`src/rtl/ut_echo_emulator.sv`:
```
// Synthetic transducer front-end: turns a transmit trigger into a main bang plus a decaying echo train on an 8-bit AD stream.
// Optional build macro NOISE_EN adds +/-1 LSB LFSR dither to every output sample.
module ut_echo_emulator #(
  parameter logic [7:0] BASELINE = 8'd128,
  parameter logic [7:0] BANG_AMP = 8'd120,
  parameter int         MAX_ECHO = 7
) (
  input  logic        i_clk50M,
  input  logic        i_rst_n,
  input  logic        i_trig,
  input  logic        i_en,
  input  logic [15:0] i_echo_delay,
  input  logic [15:0] i_echo_gap,
  input  logic [2:0]  i_echo_cnt,
  input  logic [7:0]  i_amp0,
  input  logic [1:0]  i_atten_shift,
  input  logic [7:0]  i_burst_len,
  output logic [7:0]  o_ad_data,
  output logic        o_busy,
  output logic [2:0]  o_echo_idx,
  output logic        o_frame_done
);

  localparam logic [2:0] MAX_ECHO_C = MAX_ECHO[2:0];

  typedef enum logic [2:0] {IDLE, FIRE, DELAY, ECHO, GAP, DONE} state_t;

  state_t       state;
  logic         trig_p0, trig_p1, trig_p2, trig_rise_p3;
  logic [7:0]   smp_cnt;
  logic [15:0]  tmr;
  logic [15:0]  cfg_delay, cfg_gap;
  logic [2:0]   cfg_cnt;
  logic [1:0]   cfg_shift;
  logic [7:0]   cfg_blen;
  logic [7:0]   amp;
  logic [2:0]   echo_idx;
  logic         last_smp;
  logic         more_echo;
  logic signed [10:0] level;
  logic signed [10:0] noise;
  logic [7:0]   ad_next;

  function automatic logic [7:0] sat_u8(input logic signed [10:0] v);
    if (v > 11'sd255)
      return 8'd255;
    else if (v < 11'sd0)
      return 8'd0;
    else
      return v[7:0];
  endfunction

  function automatic logic signed [10:0] burst_level(input logic [7:0] a, input logic neg);
    logic signed [10:0] b;
    logic signed [10:0] d;
    b = signed'({3'b000, BASELINE});
    d = signed'({3'b000, a});
    return neg ? (b - d) : (b + d);
  endfunction

`ifdef NOISE_EN
  logic [15:0] lfsr;

  always_ff @(posedge i_clk50M or negedge i_rst_n) begin
    if (!i_rst_n)
      lfsr <= 16'hACE1;
    else
      lfsr <= {lfsr[14:0], lfsr[15] ^ lfsr[13] ^ lfsr[12] ^ lfsr[10]};
  end

  always_comb begin
    case (lfsr[1:0])
      2'b00:   noise = -11'sd1;
      2'b11:   noise = 11'sd1;
      default: noise = 11'sd0;
    endcase
  end
`else
  assign noise = 11'sd0;
`endif

  // Burst polarity follows sample parity: even samples above baseline, odd below.
  always_comb begin
    level = signed'({3'b000, BASELINE});
    if (state == FIRE)
      level = burst_level(BANG_AMP, smp_cnt[0]);
    else if (state == ECHO)
      level = burst_level(amp, smp_cnt[0]);
    ad_next = sat_u8(level + noise);
  end

  assign last_smp  = (smp_cnt == cfg_blen - 8'd1);
  assign more_echo = (({1'b0, echo_idx} + 4'd1) < {1'b0, cfg_cnt});

  // Synchronizer flops reset high so a trigger held through reset is not seen as a new edge.
  always_ff @(posedge i_clk50M or negedge i_rst_n) begin
    if (!i_rst_n) begin
      trig_p0      <= 1'b1;
      trig_p1      <= 1'b1;
      trig_p2      <= 1'b1;
      trig_rise_p3 <= 1'b0;
      state        <= IDLE;
      smp_cnt      <= '0;
      tmr          <= '0;
      cfg_delay    <= '0;
      cfg_gap      <= '0;
      cfg_cnt      <= '0;
      cfg_shift    <= '0;
      cfg_blen     <= 8'd1;
      amp          <= '0;
      echo_idx     <= '0;
      o_ad_data    <= BASELINE;
      o_busy       <= 1'b0;
      o_echo_idx   <= '0;
      o_frame_done <= 1'b0;
    end else begin
      trig_p0      <= i_trig;
      trig_p1      <= trig_p0;
      trig_p2      <= trig_p1;
      trig_rise_p3 <= trig_p1 & ~trig_p2;

      // Output stage: registered view of the current state.
      o_ad_data    <= ad_next;
      o_busy       <= (state != IDLE);
      o_frame_done <= (state == DONE);
      o_echo_idx   <= echo_idx;

      case (state)
        IDLE: begin
          if (trig_rise_p3 && i_en) begin
            cfg_delay <= i_echo_delay;
            cfg_gap   <= i_echo_gap;
            cfg_cnt   <= (i_echo_cnt > MAX_ECHO_C) ? MAX_ECHO_C : i_echo_cnt;
            cfg_shift <= i_atten_shift;
            cfg_blen  <= (i_burst_len == 8'd0) ? 8'd1 : i_burst_len;
            amp       <= i_amp0;
            echo_idx  <= '0;
            smp_cnt   <= '0;
            state     <= FIRE;
          end
        end
        FIRE: begin
          if (last_smp) begin
            smp_cnt <= '0;
            if (cfg_cnt == 3'd0) begin
              state <= DONE;
            end else if (cfg_delay == 16'd0) begin
              state <= ECHO;
            end else begin
              tmr   <= cfg_delay - 16'd1;
              state <= DELAY;
            end
          end else begin
            smp_cnt <= smp_cnt + 8'd1;
          end
        end
        DELAY: begin
          if (tmr == 16'd0)
            state <= ECHO;
          else
            tmr <= tmr - 16'd1;
        end
        ECHO: begin
          if (last_smp) begin
            smp_cnt <= '0;
            if (more_echo) begin
              echo_idx <= echo_idx + 3'd1;
              amp      <= amp >> cfg_shift;
              if (cfg_gap == 16'd0) begin
                state <= ECHO;
              end else begin
                tmr   <= cfg_gap - 16'd1;
                state <= GAP;
              end
            end else begin
              state <= DONE;
            end
          end else begin
            smp_cnt <= smp_cnt + 8'd1;
          end
        end
        GAP: begin
          if (tmr == 16'd0)
            state <= ECHO;
          else
            tmr <= tmr - 16'd1;
        end
        DONE:    state <= IDLE;
        default: state <= IDLE;
      endcase
    end
  end

endmodule
```
`config.mk`:
```
export PLATFORM = sky130hd
export DESIGN_NAME = ut_echo_emulator
export DESIGN_NICKNAME = d
export VERILOG_FILES = /design/src/rtl/ut_echo_emulator.sv
export SDC_FILE = /design/constraint.sdc
export NUM_CORES = 1
export LEC_CHECK = 0
export CORE_MARGIN = 1
export CORE_UTILIZATION = 30
export DETAILED_ROUTE_END_ITERATION = 6
export GPL_TIMING_DRIVEN = 0
export PLACE_DENSITY = 0.49
export SETUP_SLACK_MARGIN = 0.2
export SYNTH_ARGS = -nofsm -noshare
export SYNTH_HDL_FRONTEND = slang
export SYNTH_SLANG_ARGS = --single-unit
```
`constraint.sdc`:
```
create_clock -name i_clk50M -period 2.59 [get_ports i_clk50M]
set_input_delay 0.3885 -clock i_clk50M [delete_from_list [all_inputs] [get_ports i_clk50M]]
set_output_delay 0.3885 -clock i_clk50M [all_outputs]
set_load 0.05 [all_outputs]
```
### After elaboration in Yosys (flattened, before gate mapping)

Cells that the tools add are included.

| word-level totals | value |
|---|---|
| register bits after elaboration | 100 |
| bits of input ports | 57 |
| word-level logic and storage cells | 103 |

| operators by class | value |
|---|---|
| add/subtract/negate cells | 9 |
| order comparisons | 4 |
| equality and inequality tests | 15 |
| shifts and indexed selects | 1 |
| multiplexer cells | 36 |
| bitwise gates (word level) | 2 |
| reduce and logical (&&, ||, !) cells | 18 |

Operator list:

| operator | count |
|---|---|
| 16-bit 2-to-1 mux | 7 |
| 8-bit 2-to-1 mux | 9 |
| 16-bit logical NOT | 3 |
| 16-bit case mux with 3 select lines | 1 |
| 16-bit by 1-bit subtractor with 16-bit output, second input constant | 3 |
| 11-bit 2-to-1 mux | 3 |
| 3-bit 2-to-1 mux | 11 |
| 8-bit case mux with 2 select lines | 2 |
| 2-bit inequality test, second input constant | 8 |
| 3-bit case mux with 4 select lines | 1 |
| 11-bit by 9-bit > comparator with 1-bit output, second input constant | 1 |
| 11-bit by 1-bit < comparator with 1-bit output, second input constant | 1 |
| 8-bit by 8-bit adder with 9-bit output, first input constant | 1 |
| 8-bit by 8-bit subtractor with 9-bit output, first input constant | 1 |
| 8-bit by 1-bit adder with 8-bit output, second input constant | 1 |
| 8-bit equality test | 1 |
| 8-bit logical NOT | 1 |
| 4-bit AND reduction | 2 |
| 8-bit AND reduction | 1 |
| 8-bit by 2-bit >> shifter with 8-bit output | 1 |
| 8-bit by 1-bit subtractor with 8-bit output, second input constant | 1 |
| 3-bit by 2-bit equality test with 1-bit output, second input constant | 2 |
| 3-bit equality test, second input constant | 2 |
| 3-bit logical NOT | 2 |
| other kinds (15) | 19 |

### Longest topological paths before layout

Gate-level depths: netlist of the first run.

| logic depth | value |
|---|---|
| depth in word-level cells | 7 |
| depth in mapped cells | 11 |
| mapped depth without buffers | 9 |

### Worst setup path after synthesis of the first run

Ideal clock, no wire load.

| timing path | value |
|---|---|
| kind | register to register |
| from | register cfg_blen[0] |
| to | register smp_cnt[6] |
| library setup time | 0.124 ns |
| arrival | 2.529 ns |
| data required time | 2.466 ns |
| slack | -0.063 ns |
| stages on the path, launching flop included | 11 |
| buffers on the path | 1 |
| clock period less this slack | 2.653 ns |
| path through | dfstp_2 -> inv_1 -> ha_1 -> or3b_4 -> or4b_1 -> o311a_1 -> a211oi_4 -> nand2b_1 -> buf_4 -> nor2_1 -> a211o_1 |

| on the way | value |
|---|---|
| word-level cells in the longest chain between the ends | 4 |

Ends and longest elaborated chain:

| what | line | source |
|---|---|---|
| start: declaration | 35 | `logic [7:0] cfg_blen;` |
| start signal: assignment | 135 | `cfg_blen <= (i_burst_len == 8'd0) ? 8'd1 : i_burst_len;` |
| 8-bit by 1-bit subtractor with 8-bit output | 92 | `assign last_smp = (smp_cnt == cfg_blen - 8'd1);` |
| 8-bit equality test | 92 |  |
| 8-bit 2-to-1 mux | 143, 164 |  |
| 8-bit case mux with 2 select lines | 128 | `case (state)` |
| end signal: assignment | 154 | `smp_cnt <= smp_cnt + 8'd1;` |
| end signal: assignment | 179 | `smp_cnt <= smp_cnt + 8'd1;` |
| end: declaration | 30 | `logic [7:0] smp_cnt;` |

Every way passes these cells.
A chain may end at the register's enable or synchronous reset.

### Final worst setup path of the first run

| timing path | value |
|---|---|
| from | register cfg_blen[1] |
| to | register tmr[13] |

| on the way | value |
|---|---|
| word-level cells in the longest chain between the ends | 4 |
| elaborated cells between the ends (all ways) | 5 |
| those cells by class | 1 x add/sub; 3 x eq/ne; 1 x reduce/logical |

Ends and longest elaborated chain:

| what | line | source |
|---|---|---|
| 8-bit by 1-bit subtractor with 8-bit output (*) | 92 |  |
| 8-bit equality test (*) | 92 |  |
| 2-bit inequality test (no line) | n/a |  |
| 8-bit AND reduction (no line) (*) | n/a |  |
| end signal: assignment | 150 | `tmr <= cfg_delay - 16'd1;` |
| end signal: assignment | 161 | `tmr <= tmr - 16'd1;` |
| end signal: assignment | 172 | `tmr <= cfg_gap - 16'd1;` |
| end: declaration | 31 | `logic [15:0] tmr;` |

Every way passes the cells marked *; elsewhere a longest branch is shown, timed or not.

==> out/metrics.csv, run 1 <==
metric;value;unit
status;complete, but fails checks;
failing checks;DRC, setup timing;
RSZ-0062 raised after global routing;yes;
Die X;138;um
synthesized flop and latch total;100;
cell family with most CP delay;simple AND/OR/NAND/NOR gates;
P&R area growth vs syn;35.2;%
WL/cell;17.4;um
sequential-to-total area share from yosys stat;0.450;
initial antenna violation count;0;
Max IR drop VDD;0.440;mV
Final setup viols;21;
setup ws final;-0.106;ns
Pwr per Cell Area;1420;mW/mm^2
Area after DPL;0.00661;sq mm
Vias;5204;
post-DR vias/cell;5.24;
Die Area;0.0191;sq mm
cell count after synthesis;656;
Worst EP required;2.83;ns
post-synth top area share;0.426;
CP max stage delay;0.49;ns
GPL Wtd Cong;0.860;
core area;0.0181;sq mm
GR Util All Layers;0.184;
final-report hold violation count;0;
Yosys Warn Count;0;
Register Area;0.00251;sq mm
design area;0.00754;sq mm
Main synth FF type;dfrtp_1;
Multi-input gate area;0.00319;sq mm
clk sinks;100;
Final HPWL DP;12.2;mm
Detail Route Antenna Nets;0;
worst r2r dst;tmr[13]$_DFFE_PN0P_;
DRC;4;
Synth async-reset ratio;1.00;
Final min period;2.70;ns
CP Buf/Inv Count;4;
boundary pin count;70;
Crit Path Max Fanout;5;
Hold Path Class;in2async;
Total Power;10700;uW
CTS tree;built;
Final #Nets;824;
DRT Pass-1 Iters;7;
Fin Setup TNS;-1.37;ns
Setup CP Type;reg2reg;
Mapped Nets;720;
Row Count;49;
reg-to-reg setup timing slack;-0.11;ns
# port buffers;69;
drt total wl;17.3;mm
Clk Latency, worst-skew pair;0.36;ns
measured slew at the worst slew-check pin;0.596;ns
DRT iter0 DRCs;341;
TritonCTS Buffers;9;
Worst Path Arrival;2.94;ns
CTS root buffer;clkbuf_16;
clock skew;0.00537;ns
Post-Syn Area;0.00557;sq mm
Starting Density;0.308;
Synth cell types;59;
most numerous cell in the Yosys netlist;nand2_1;
area leader, netlist;dfrtp_1;
first-pass GRT wire length;27.6;mm
vias in the first global route;5162;
Setup crit start kind;flip-flop;
CP max-delay cell;or4b_4;
Max transition margin;0.598;
Die Span Y;138;um
Antenna diodes;0;
H-tree levels;3;
fin crit share;1.04;
fin cells;994;
r2r startpoint;cfg_blen[1]$_DFFE_PN0P_;
Max Fclk;371;MHz
Final Max Slew Viols;0;
P_leak;0.00332;uW
most common library cells after synthesis;nand2_1, dfrtp_1, nor2_1;
critical path capture point type;flip-flop;
fill count;1752;
syn avg cell area;8.50;sq um
Post-synth EDFFs;0;
share of layout cells above drive strength 1;0.196;
top area cells in the synthesized netlist;dfrtp_1, nand2_1, o21ai_0;
crit-path cells;inv_2, ha_4, or3b_4, or4b_4, o311a_4, a211oi_4, buf_6, o211ai_1, buf_4, clkbuf_16, nand2_2, o21ai_1;
Clock transition at path regs;0.07;ns
maxcap violations;0;
largest net degree at the start of global routing;62;
Reg2Reg Depth;12;
# hold bufs at CTS;0;
clock tree buffer depth;2;
total gr overflow;0;
dpl cells;955;
==> stage by stage <==
step	worst slack (ns)	hold slack [ns]	util
finish	-0.106	0.00291	0.417
global route	-0.231	0.0443	0.417
CTS	-0.101	0.0211	0.403
detailed placement	-0.480	0.348	0.365
global placement	-2.70	0.347	0.364
floorplan	-0.0322	0.0929	-
==> state kept, by name, indices dropped and copies added, names as in the netlist, 2 cells and up <==
register,flops
cfg_gap,16
amp,8
smp_cnt,8
state,3
echo_idx,3
cfg_cnt,3
o_echo_idx,3
o_ad_data,8
cfg_delay,16
cfg_shift,2
cfg_blen,8
tmr,16
==> report_power, final <==
group	internal [uW]	switching, uW
clock	785	644
combinational	2690	3510
sequential	2250	780
total	5730	4940
==> cells by family after synthesis <==
kind of cell / share of synthesized area
DFF: 0.450
adders and majority gates: 0.0157
and+or+nand+nor: 0.259
AOI/OAI and AO/OA: 0.155
xor gates and xnor gates: 0.0409
muxes: 0.0411
buffers and inverters: 0.0384
==> how the worst max path moves through the flow <==
stage	endpoint	slack, ns	startpoint	cells past startpoint
2_1_floorplan	smp_cnt[6]$_DFFE_PN0P_	-0.03	cfg_blen[0]$_DFFE_PN1P_	10
5_1_grt	tmr[15]$_DFFE_PN0P_	-0.23	state[2]$_DFFE_PN0P_	9
3_3_place_gp	cfg_gap[11]$_DFFE_PN0P_	-2.70	i_rst_n	1
6_report	tmr[13]$_DFFE_PN0P_	-0.11	cfg_blen[1]$_DFFE_PN0P_	12
3_5_place_dp	tmr[15]$_DFFE_PN0P_	-0.48	state[2]$_DFFE_PN0P_	9
4_1_cts	tmr[15]$_DFFE_PN0P_	-0.10	state[2]$_DFFE_PN0P_	9
==> what timing repair did <==
item,4_1_cts,5_1_grt
resized for setup,90,56
gates cloned,5,0
pin swaps,29,11
setup endpoints to repair,83,82
buffers inserted,13,5
==> area by class of cell <==
cell class | count | area share
multi-input cells | 503 | 0.423
flip-flops and latches | 100 | 0.333
repair buffers | 93 | 0.125
well taps | 229 | 0.0380
clock buffers | 10 | 0.0317
plain buffers | 37 | 0.0315
clock inverters | 6 | 0.00930
inverters | 16 | 0.00797
==> worst reg2reg max path: cells and delay by family, from the launching register on <==
family | cells | cell delay (ns)
buffers and inverters | 4 | 0.62
AOI/OAI and AO/OA | 4 | 0.53
DFF | 1 | 0.39
and+or+nand+nor | 3 | 0.91
adders and majority gates | 1 | 0.13
==> placed cells by master (no fill, tap or decap), types with 4 or more instances in the layout <==
cell             netlist  layout
a31oi_1                4       4
clkdlybuf4s50_1        0      68
dfstp_2                5       5
clkbuf_2               0      10
nand2b_1              17      16
nand3b_1              10      10
dfrtp_1               95      95
clkbuf_16              0      11
and3_1                 5       5
nand2_4                0       7
nand2_2                0      14
xnor2_1               12      11
nor3_1                10       7
o21ai_2                1      16
buf_2                  6       5
inv_1                 15      13
a21o_1                 4       4
or2_2                  5       5
nor2_1                50      47
o21ai_1                1      12
buf_6                  0       8
xor2_1                14      14
mux2_2                 7       6
a21oi_1               28      26
o21ai_0               42      15
ha_1                   7       6
o32ai_1                5       4
buf_8                  0       5
buf_4                  2      15
nand2_1              170     149
nor2b_1                4       4
a311o_1                8       8
mux2i_1               15      15
nand3_1               13      12
clkbuf_1              29      13
nor4_1                20      18
==> per-layer routing <==
layer	GRT usage	vias up	wire, um
li1	-	2487	-
met1	0.250	2564	8110
met2	0.299	129	8180
met3	0.0270	24	641
met4	0.0656	0	363
met5	0	-	0
No activity file was read; power rests on OpenSTA's default activity.
==> run 2: changes to the inputs <==
- PLACE_DENSITY: 0.49 -> 0.47
- clock period: 2.59 -> 2.9 ns (I/O delays scaled with it)
==> out/metrics.csv, run 2 (same netlist as run 1, synthesis figures left out) <==
metric;value;unit;change
CTS tree;built;;
Final HPWL DP;12.1;mm;-1.0%
Clock transition at path regs;0.07;ns;about the same
Max transition margin;0.565;;-0.0329
clock tree buffer depth;2;;unchanged
drt total wl;17.3;mm;-0.19%
crit-path most repeated cell;buf_6;;
P_int;4880;uW;-15%
CTS root buffer;clkbuf_16;;
maxcap violations;0;;unchanged
Max IR drop VDD;0.458;mV;+4.1%
design area;0.00731;sq mm;-3.0%
Psw;4240;uW;-14%
critical path capture point type;flip-flop;;
most frequent cells in the layout;nand2_1, dfrtp_1, clkdlybuf4s50_1, nor2_1, a21oi_1;;
Starting Density;0.308;;unchanged
worst hold slack;0.0946;ns;+0.0917 ns
initial antenna violation count;0;;unchanged
DRT Pass-1 Iters;7;;unchanged
WL/cell;17.4;um;about the same
Hold Path Class;in2async;;
final-report hold violation count;0;;unchanged
largest registers;cfg_delay (16), cfg_gap (16), tmr (16);;
fin crit share;0.941;;-0.100
reg-to-reg setup timing slack;0.17;ns;+0.28 ns
cell family with most CP delay;simple AND/OR/NAND/NOR gates;;
share of layout cells above drive strength 1;0.149;;-0.0469
worst r2r dst;tmr[0]$_DFFE_PN0P_;;
post-DR vias/cell;5.12;;-2.2%
TritonCTS Buffers;9;;unchanged
P_leak;0.00321;uW;-3.3%
Setup CP Type;reg2reg;;
Detail Route Antenna Nets;0;;unchanged
Vias;5085;;-2.3%
fill count;1840;;+5.0%
Crit Path Max Fanout;7;;+2
Final Max Slew Viols;0;;unchanged
CP max-delay cell;or4b_1;;
status;complete, but fails checks;;
CP max stage delay;0.47;ns;-0.02 ns
# port buffers;69;;unchanged
Max Fclk;367;MHz;-1.2%
crit-path cells;inv_2, ha_4, or3b_4, or4b_1, o311a_1, a211oi_4, buf_6, o211ai_1, buf_6, buf_6, mux2_2;;
Clk Latency, worst-skew pair;0.36;ns;about the same
Worst EP required;3.14;ns;+0.31 ns
Seq pwr share;0.293;;+0.009
largest net degree at the start of global routing;54;;-13%
Die X;138;um;unchanged
Worst Path Arrival;2.97;ns;+0.03 ns
failing checks;DRC;;
Die Span Y;138;um;unchanged
Antenna diodes;0;;unchanged
most common cell after layout, fill and taps aside;nand2_1;;
P&R area growth vs syn;31.1;%;
total gr overflow;0;;unchanged
clock skew;0.00587;ns;+0.000497 ns
RSZ-0062 raised after global routing;yes;;
DRC;6;;+2
Pwr per Cell Area;1250;mW/mm^2;-12%
Row Count;49;;unchanged
core area;0.0181;sq mm;unchanged
H-tree levels;3;;unchanged
CP Buf/Inv Count;4;;unchanged
measured slew at the worst slew-check pin;0.652;ns;+0.0556 ns
combinational fraction of design power;0.579;;-0.003
Final setup viols;0;;-100%
Reg2Reg Depth;11;;-1
first-pass GRT wire length;27.4;mm;-0.82%
Final min period;2.73;ns;+0.0325 ns
clk sinks;100;;unchanged
Die Area;0.0191;sq mm;unchanged
GR Util All Layers;0.183;;-0.000981
Final #Nets;824;;unchanged
GPL Wtd Cong;0.853;;-0.86%
DRT iter0 DRCs;349;;+2.3%
Setup crit start kind;flip-flop;;
switch share;0.465;;+0.00230
boundary pin count;70;;unchanged
Area after DPL;0.00658;sq mm;-0.45%
vias in the first global route;4981;;-3.5%
clock share of power;0.128;;-0.006
r2r startpoint;cfg_blen[1]$_DFFE_PN0P_;;
run 2: per-stage QoR:
stage,power [uW],setup TNS (ns),setup WS (ns),std cells,utilization
finish,9130,0,0.172,993,0.404
global route,9760,0,0.0701,993,0.404
CTS,8780,0,0.167,988,0.396
detailed placement,6980,-4.48,-0.349,955,0.364
global placement,6910,-253.09,-2.56,954,0.362
floorplan,5640,0,0.247,656,-
run 2: worst max path at each step:
stage / slack [ns] / cells past startpoint / from / to
5_1_grt: 0.07 / 10 / state[0]$_DFFE_PN0P_ / tmr[15]$_DFFE_PN0P_
3_3_place_gp: -2.56 / 1 / i_rst_n / cfg_gap[13]$_DFFE_PN0P_
3_5_place_dp: -0.35 / 9 / state[0]$_DFFE_PN0P_ / tmr[10]$_DFFE_PN0P_
4_1_cts: 0.17 / 11 / cfg_blen[1]$_DFFE_PN0P_ / tmr[0]$_DFFE_PN0P_
2_1_floorplan: 0.25 / 10 / cfg_blen[0]$_DFFE_PN1P_ / smp_cnt[6]$_DFFE_PN0P_
6_report: 0.17 / 11 / cfg_blen[1]$_DFFE_PN0P_ / tmr[0]$_DFFE_PN0P_
run 2: power groups by stage:
stage               Clock (uW)  Combinational (uW)  Sequential, uW
global placement             0                4250            2660
CTS                       1210                4930            2650
detailed placement           0                4310            2670
finish                    1170                5280            2670
global route              1260                5740            2760
floorplan                    0                2970            2670
run 2: repair_timing:
item,in CTS,in global routing
setup endpoints to repair,57,66
setup buffers,15,6
hold buffers,0,0
gates resized for setup,44,52
gates cloned,3,0
pin swaps,7,10
run 2: cell type report:
cell class                      count  area [sq um]  share of cell area
Tap cell                          229           287              0.0392
Sequential cell                   100          2510               0.343
Timing Repair Buffer               94           930               0.127
Multi-Input combinational cell    503          3040               0.416
Buffer                             36           208              0.0284
Clock inverter                      3          21.3             0.00291
Inverter                           16          60.1             0.00822
Clock buffer                       12           256              0.0351
run 2: layer usage:
| layer | part of all wire | vias up | track usage | wire [um] |
|---|---|---|---|---|
| li1 | - | 2495 | - | - |
| met1 | 0.49 | 2430 | 0.258 | 8420 |
| met2 | 0.45 | 133 | 0.286 | 7810 |
| met3 | 0.040 | 27 | 0.0218 | 683 |
| met4 | 0.020 | 0 | 0.0721 | 345 |
| met5 | 0 | - | 0 | 0 |
